File: src/rtl/rect_fill_pkg.sv
// Shared definitions for the VGA draw engines: screen defaults, fill FSM states
// and the clipping helper.
package rect_fill_pkg;

  localparam int unsigned SCREEN_W_DEF = 320;
  localparam int unsigned SCREEN_H_DEF = 240;
  localparam int unsigned X_W_DEF      = 9;
  localparam int unsigned Y_W_DEF      = 8;
  localparam int unsigned COLOR_W_DEF  = 3;

  typedef enum logic [1:0] {
    ST_IDLE = 2'd0,
    ST_LOAD = 2'd1,
    ST_FILL = 2'd2,
    ST_DONE = 2'd3
  } fill_state_e;

  // Extent of a span starting at 'start' of length 'len', clipped to [0, lim).
  function automatic int unsigned clip_extent(input int unsigned start,
                                              input int unsigned len,
                                              input int unsigned lim);
    if (start >= lim) return 0;
    return (len < (lim - start)) ? len : (lim - start);
  endfunction

endpackage

File: src/rtl/rect_fill_engine_if.sv
// Fill request / pixel-plot bundle between the game-control FSM (master)
// and the rectangle fill engine (slave).
interface rect_fill_engine_if #(
  parameter int unsigned X_W     = 9,
  parameter int unsigned Y_W     = 8,
  parameter int unsigned COLOR_W = 3
);
  logic               go;
  logic [X_W-1:0]     x0;
  logic [Y_W-1:0]     y0;
  logic [X_W-1:0]     rect_w;
  logic [Y_W-1:0]     rect_h;
  logic [COLOR_W-1:0] fill_color;
  logic               abort;
  logic [X_W-1:0]     x;
  logic [Y_W-1:0]     y;
  logic [COLOR_W-1:0] color;
  logic               plot;
  logic               busy;
  logic               done;

  modport master (
    output go, x0, y0, rect_w, rect_h, fill_color, abort,
    input  x, y, color, plot, busy, done
  );

  modport slave (
    input  go, x0, y0, rect_w, rect_h, fill_color, abort,
    output x, y, color, plot, busy, done
  );
endinterface

File: src/rtl/rect_fill_engine_xy_scan_counter.sv
// Raster scan counter: walks (cx, cy) across a clipped rectangle, one step per
// enabled cycle, and flags the bottom-right pixel.
module xy_scan_counter #(
  parameter int unsigned X_W = 9,
  parameter int unsigned Y_W = 8
) (
  input  logic           clk,
  input  logic           reset,
  input  logic           load_i,
  input  logic [X_W-1:0] x_start_i,
  input  logic [Y_W-1:0] y_start_i,
  input  logic [X_W-1:0] ew_i,
  input  logic [Y_W-1:0] eh_i,
  input  logic           step_i,
  output logic [X_W-1:0] cx_o,
  output logic [Y_W-1:0] cy_o,
  output logic           last_o
);

  logic [X_W-1:0] cx_q, cx_d, x_start_q, x_end_q;
  logic [Y_W-1:0] cy_q, cy_d, y_end_q;

  // End coordinates are inclusive; load only happens with non-zero extents.
  always_ff @(posedge clk or posedge reset) begin
    if (reset) begin
      cx_q      <= '0;
      cy_q      <= '0;
      x_start_q <= '0;
      x_end_q   <= '0;
      y_end_q   <= '0;
    end else begin
      cx_q <= cx_d;
      cy_q <= cy_d;
      if (load_i) begin
        x_start_q <= x_start_i;
        x_end_q   <= X_W'(x_start_i + ew_i - X_W'(1));
        y_end_q   <= Y_W'(y_start_i + eh_i - Y_W'(1));
      end
    end
  end

  always_comb begin
    cx_d = cx_q;
    cy_d = cy_q;
    if (load_i) begin
      cx_d = x_start_i;
      cy_d = y_start_i;
    end else if (step_i) begin
      if (cx_q == x_end_q) begin
        cx_d = x_start_q;
        cy_d = cy_q + Y_W'(1);
      end else begin
        cx_d = cx_q + X_W'(1);
      end
    end
  end

  assign cx_o   = cx_q;
  assign cy_o   = cy_q;
  assign last_o = (cx_q == x_end_q) && (cy_q == y_end_q);

endmodule

File: src/rtl/rect_fill_engine.sv
// Clipped rectangle fill for the VGA plot path: one pixel per clock after a
// go pulse, with go/busy/done handshake and abort.
module rect_fill_engine
  import rect_fill_pkg::*;
#(
  parameter int unsigned SCREEN_W = SCREEN_W_DEF,
  parameter int unsigned SCREEN_H = SCREEN_H_DEF,
  parameter int unsigned X_W      = X_W_DEF,
  parameter int unsigned Y_W      = Y_W_DEF,
  parameter int unsigned COLOR_W  = COLOR_W_DEF
) (
  input logic               clk,
  input logic               reset,
  rect_fill_engine_if.slave bus
);

  fill_state_e        state_q, state_d;
  logic [X_W-1:0]     x0_q, w_q, ew_c, cx;
  logic [Y_W-1:0]     y0_q, h_q, eh_c, cy;
  logic [COLOR_W-1:0] col_q, color_q, color_d;
  logic               plot_q, plot_d, busy_q, busy_d, done_q, done_d;
  logic               latch_c, load_c, step_c, last_c;

  // Clipped extents from the request captured at go.
  assign ew_c = X_W'(clip_extent(32'(x0_q), 32'(w_q), SCREEN_W));
  assign eh_c = Y_W'(clip_extent(32'(y0_q), 32'(h_q), SCREEN_H));

  xy_scan_counter #(.X_W(X_W), .Y_W(Y_W)) u_scan (
    .clk       (clk),
    .reset     (reset),
    .load_i    (load_c),
    .x_start_i (x0_q),
    .y_start_i (y0_q),
    .ew_i      (ew_c),
    .eh_i      (eh_c),
    .step_i    (step_c),
    .cx_o      (cx),
    .cy_o      (cy),
    .last_o    (last_c)
  );

  always_ff @(posedge clk or posedge reset) begin
    if (reset) begin
      state_q <= ST_IDLE;
      x0_q    <= '0;
      y0_q    <= '0;
      w_q     <= '0;
      h_q     <= '0;
      col_q   <= '0;
      color_q <= '0;
      plot_q  <= 1'b0;
      busy_q  <= 1'b0;
      done_q  <= 1'b0;
    end else begin
      state_q <= state_d;
      color_q <= color_d;
      plot_q  <= plot_d;
      busy_q  <= busy_d;
      done_q  <= done_d;
      if (latch_c) begin
        x0_q  <= bus.x0;
        y0_q  <= bus.y0;
        w_q   <= bus.rect_w;
        h_q   <= bus.rect_h;
        col_q <= bus.fill_color;
      end
    end
  end

  // Output flops are loaded with the values belonging to the next state.
  always_comb begin
    state_d = state_q;
    color_d = color_q;
    plot_d  = 1'b0;
    busy_d  = 1'b0;
    done_d  = 1'b0;
    latch_c = 1'b0;
    load_c  = 1'b0;
    step_c  = 1'b0;
    unique case (state_q)
      ST_IDLE: begin
        if (bus.go) begin
          latch_c = 1'b1;
          state_d = ST_LOAD;
          busy_d  = 1'b1;
        end
      end
      ST_LOAD: begin
        if (bus.abort) begin
          state_d = ST_IDLE;
        end else if ((ew_c == '0) || (eh_c == '0)) begin
          state_d = ST_DONE;
          done_d  = 1'b1;
        end else begin
          load_c  = 1'b1;
          state_d = ST_FILL;
          plot_d  = 1'b1;
          busy_d  = 1'b1;
          color_d = col_q;
        end
      end
      ST_FILL: begin
        if (bus.abort) begin
          state_d = ST_IDLE;
        end else if (last_c) begin
          state_d = ST_DONE;
          done_d  = 1'b1;
        end else begin
          step_c = 1'b1;
          plot_d = 1'b1;
          busy_d = 1'b1;
        end
      end
      ST_DONE: state_d = ST_IDLE;
      default: state_d = ST_IDLE;
    endcase
  end

  assign bus.x     = cx;
  assign bus.y     = cy;
  assign bus.color = color_q;
  assign bus.plot  = plot_q;
  assign bus.busy  = busy_q;
  assign bus.done  = done_q;

endmodule

File: src/flat_wrapper.sv
// flat-port wrapper written by rule: the top's interface ports become plain ports
module rect_fill_engine_flat import rect_fill_pkg::*;
#(
  parameter int unsigned SCREEN_W = SCREEN_W_DEF,
  parameter int unsigned SCREEN_H = SCREEN_H_DEF,
  parameter int unsigned X_W      = X_W_DEF,
  parameter int unsigned Y_W      = Y_W_DEF,
  parameter int unsigned COLOR_W  = COLOR_W_DEF
)
  (clk, reset, bus_go, bus_x0, bus_y0, bus_rect_w, bus_rect_h, bus_fill_color, bus_abort, bus_x, bus_y, bus_color, bus_plot, bus_busy, bus_done);
  rect_fill_engine_if #(.X_W(X_W), .Y_W(Y_W), .COLOR_W(COLOR_W)) bus_i ();
  input logic clk;
  input logic reset;
  input wire logic [$bits(bus_i.go)-1:0] bus_go;
  input wire logic [$bits(bus_i.x0)-1:0] bus_x0;
  input wire logic [$bits(bus_i.y0)-1:0] bus_y0;
  input wire logic [$bits(bus_i.rect_w)-1:0] bus_rect_w;
  input wire logic [$bits(bus_i.rect_h)-1:0] bus_rect_h;
  input wire logic [$bits(bus_i.fill_color)-1:0] bus_fill_color;
  input wire logic [$bits(bus_i.abort)-1:0] bus_abort;
  output wire logic [$bits(bus_i.x)-1:0] bus_x;
  output wire logic [$bits(bus_i.y)-1:0] bus_y;
  output wire logic [$bits(bus_i.color)-1:0] bus_color;
  output wire logic [$bits(bus_i.plot)-1:0] bus_plot;
  output wire logic [$bits(bus_i.busy)-1:0] bus_busy;
  output wire logic [$bits(bus_i.done)-1:0] bus_done;
  assign bus_i.go = bus_go;
  assign bus_i.x0 = bus_x0;
  assign bus_i.y0 = bus_y0;
  assign bus_i.rect_w = bus_rect_w;
  assign bus_i.rect_h = bus_rect_h;
  assign bus_i.fill_color = bus_fill_color;
  assign bus_i.abort = bus_abort;
  assign bus_x = bus_i.x;
  assign bus_y = bus_i.y;
  assign bus_color = bus_i.color;
  assign bus_plot = bus_i.plot;
  assign bus_busy = bus_i.busy;
  assign bus_done = bus_i.done;
  rect_fill_engine #(.SCREEN_W(SCREEN_W), .SCREEN_H(SCREEN_H), .X_W(X_W), .Y_W(Y_W), .COLOR_W(COLOR_W)) u_core (.clk(clk), .reset(reset), .bus(bus_i));
endmodule
File: config.mk
export PLATFORM = sky130hd
export DESIGN_NAME = rect_fill_engine_flat
export DESIGN_NICKNAME = d
export VERILOG_FILES = /design/src/rtl/rect_fill_pkg.sv /design/src/rtl/rect_fill_engine_if.sv /design/src/rtl/rect_fill_engine_xy_scan_counter.sv /design/src/rtl/rect_fill_engine.sv /design/src/flat_wrapper.sv
export SDC_FILE = /design/constraint.sdc
export NUM_CORES = 1
export LEC_CHECK = 0
export BUFFER_PORTS_ARGS = -buffer_cell sky130_fd_sc_hd__buf_2
export CAP_MARGIN = 20
export CORE_AREA = 2 2 109 111
export DETAILED_ROUTE_END_ITERATION = 10
export DIE_AREA = 0 0 111 113
export HOLD_SLACK_MARGIN = 0.08
export PLACE_DENSITY_LB_ADDON = 0.1
export SLEW_MARGIN = 40
export SYNTH_ARGS = -nofsm -noshare
export SYNTH_HDL_FRONTEND = slang
export SYNTH_HIERARCHICAL = 1
export SYNTH_SLANG_ARGS = --single-unit
File: constraint.sdc
create_clock -name clk -period 5.05 [get_ports clk]
set_input_delay 0.2525 -clock clk [delete_from_list [all_inputs] [get_ports clk]]
set_output_delay 0.2525 -clock clk [all_outputs]
set_load 0.005 [all_outputs]
==> results.md <==
- Status: completed
- Hold Crit Class: input pin to register
- RSZ-0062 raised after global routing: no
- Fin nets: 824
- Clk sink count: 88
- Pin slew with the least headroom to its limit: 834 ps
- Post-synth EDFFs: 0
- Cell taking the most area after synthesis: dfrtp_1
- Largest net degree at the start of global routing: 65
- Crit end category: register
- WP buf/inv: 4
- Crit path kind: register to register
- Max_slew headroom: 44.3%
- Main combinational cell family by area after synthesis: simple AND/OR/NAND/NOR gates
- Maxcap violations: 0
- Drt total wl: 14.8 mm
- Final worst slack: 302 ps
- Fmax: 211 MHz
- Mapped Nets: 763
- Top_reg_cell synth: dfrtp_1
- Adder-cell share of the synthesized area: 11.1%
- Vias in the first global route: 5078
- Critical Path Most Common Cell: ha_1
- Pins Over Slew Limit: 0
- Final cell count without fillers: 877
- Commonest cells after routing, fill and taps aside: dfrtp_1, inv_1, buf_2
- Share of the synthesized area in the top cell type: 35.5%
- Synth Area in Simple Gates: 16.0%
- Avg WL per Cell: 16.8 um
- CTS H-tree depth: 3
- Core ar.: 0.0113 mm^2
- Antenna cells: 0
- Top Family by Delay on Critical Path: compound AO/OA/AOI/OAI gates
- Worst endpoint required time: 5270 ps
- Main area contributors after synthesis: dfrtp_1, ha_1, mux2_2, inv_1, o21ai_0
- Die width: 111 um
- CP startpoint kind: register
- CTS root buffer: clkbuf_16
- Dpl cells: 860
- Initial Util: 55.1%
- IO Pins: 64
- DR vias/cell: 5.76
- Initial antenna violation count: 0
- # setup viols final: 0
- Asr flop ratio synth: 100%
- First-pass GRT wire length: 24.7 mm
- Drc violations: 0
- DRT iter0 DRCs: 424
- Number of port buffers: 63
- Final setup TNS: 0 ps
- CP max stage cell: dfrtp_1
- Final hold viol count: 0
- Critical-path cell list: inv_1 > ha_1 > nor3b_4 > nor2_1 > xor2_1 > ha_1 > o21ai_0 > nor2_1 > a211oi_2 > buf_4 > o21ai_0 > o31ai_1 > nor2b_1 > inv_1 > ha_1 > inv_1 > ha_1 > a21o_1 > a21oi_1 > o21ai_0 > a2111o_1 > o311ai_0
- Setup bufs post-CTS: 0
- Gr ovfl total: 0
- Post-synthesis average cell area: 9.29 um^2
- Synth Area in XOR/XNOR: 5.93%
- Placement Rows: 39
- Max stage delay on crit path: 510 ps
- Most common cell after layout, fill and taps aside: dfrtp_1
- Sequential fraction of the synthesis area: 35.5%
- Final GP Congestion: 0.897
- Layout area overhead: 13.6%
- R2r setup slk: 300 ps
- Fin crit period: 4750 ps
- Global Route Usage Sum: 24.2%
- Final Util: 62.5%
- Cell variety after synth: 72
- Synth Area in Compound Gates: 14.4%
- Mapped cell area: 0.00621 mm^2
- HPWL Detailed: 10.8 mm
- Die Y-Extent: 113 um
- Final ANT Viol Nets: 0
- Mux cell area share after synthesis: 10.0%
- Max clock buf depth: 2
- CTS tree: built
- Via count: 5052
- Period utilisation layout: 94.0%
- Total iterations of the first detailed-routing run: 5
- CP arrival: 4970 ps
- CTS buffer count: 9
- Crit Path Max Fanout: 7
- Post-Synthesis Cells: 668
- Fill cells: 961
- Register bit total from synthesis: 88
- Synth Warn #: 6
- Clock Pin Slew Worst Setup and Hold Paths: 70 ps
- Die area: 0.0125 mm^2
- Setup Skew: 8.78 ps
- Place WS: 46.8 ps
- Share of cells above drive strength 1: 21.7%
- Skew-Pair Late Insertion Delay: 340 ps
[registers in the layout, summed over array words and instances, names as in the netlist, 8 cells and up]
register / count
u_core/h_q: 8
u_core/y0_q: 8
u_core/u_scan/x_end_q: 9
u_core/x0_q: 9
u_core/u_scan/x_start_q: 9
u_core/u_scan/cx_o: 9
u_core/w_q: 9
u_core/u_scan/y_end_q: 8
u_core/u_scan/cy_o: 8
[final timing paths]
kind	cells after the start	endpoint	start
hold reg to reg	1	u_core/bus.color[1]$_DFFE_PP0P_	u_core/col_q[1]$_DFFE_PP0P_
max in group asynchronous	4	u_core/u_scan/x_end_q[3]$_DFFE_PP0P_	reset
setup / recovery	22	u_core/u_scan/y_end_q[6]$_DFFE_PP0P_	u_core/y0_q[0]$_DFFE_PP0P_
setup reg to reg	22	u_core/u_scan/y_end_q[6]$_DFFE_PP0P_	u_core/y0_q[0]$_DFFE_PP0P_
min in group asynchronous	3	u_core/y0_q[5]$_DFFE_PP0P_	reset
hold / removal	3	u_core/y0_q[2]$_DFFE_PP0P_	bus_y0[2]
[worst min-delay path, stage by stage]
cell,delay (ps)
buf_2,80
nand2_1,40
o21ai_0,60
[timing repair]
action,CTS,global route
endpoints found under the setup margin,1,5
endpoints found under the hold margin,45,0
hold buffers,1,0
resized for setup,1,7
[synth_stat cells, types with 5 or more instances]
master     n
nor2_1    44
o31ai_1    9
a211oi_1  10
nor4_1     6
inv_1     87
o21ai_0   45
nand2b_1   6
nand2_1   44
dfrtp_1   88
o211ai_1   5
clkbuf_1  14
xor2_1    22
nand4_1   10
a31oi_1    7
xnor2_1   20
nor2b_1   16
a21oi_1   17
a21o_1     8
nand3_1   13
and3_1     5
mux2_2    47
ha_1      52
nor3_1    12
mux2i_1    8
[metrics by stage]
stage               area [um^2]  hold slack (ps)
finish                     7050              121
global route               7050              126
CTS                        7020              114
detailed placement         6670              366
global placement           6670              442
floorplan                  6210              369
[routing by layer]
metal	share of wire, %	up-vias	GRT usage [%]	wire length [um]
li1	-	2451	-	-
met1	46	2415	33.2	6830
met2	45	165	38.9	6700
met3	6.6	21	4.61	977
met4	1.7	0	8.17	247
met5	0	-	0	0
[area by class of cell]
cell class / count / area, um^2 / share of cell area (%)
multi-input cells: 470 / 3600 / 51.0
repair buffers: 73 / 405 / 5.75
flip-flops and latches: 88 / 2200 / 31.3
clock inverters: 6 / 108 / 1.53
inverters: 87 / 329 / 4.67
clock buffers: 10 / 229 / 3.25
well taps: 143 / 179 / 2.54
[cells by family (layout without fill, tap and decap cells)]
| logic type | count (synthesis) | in the layout |
|---|---|---|
| simple gates | 184 | 184 |
| compound gates | 134 | 134 |
| buf+inv | 110 | 176 |
| flops | 88 | 88 |
| mux | 56 | 56 |
| fa+ha+maj | 54 | 54 |
| xor+xnor | 42 | 42 |
Power is not shown: default switching activity piles up to over one toggle a cycle in this logic, so the estimate is an artifact.
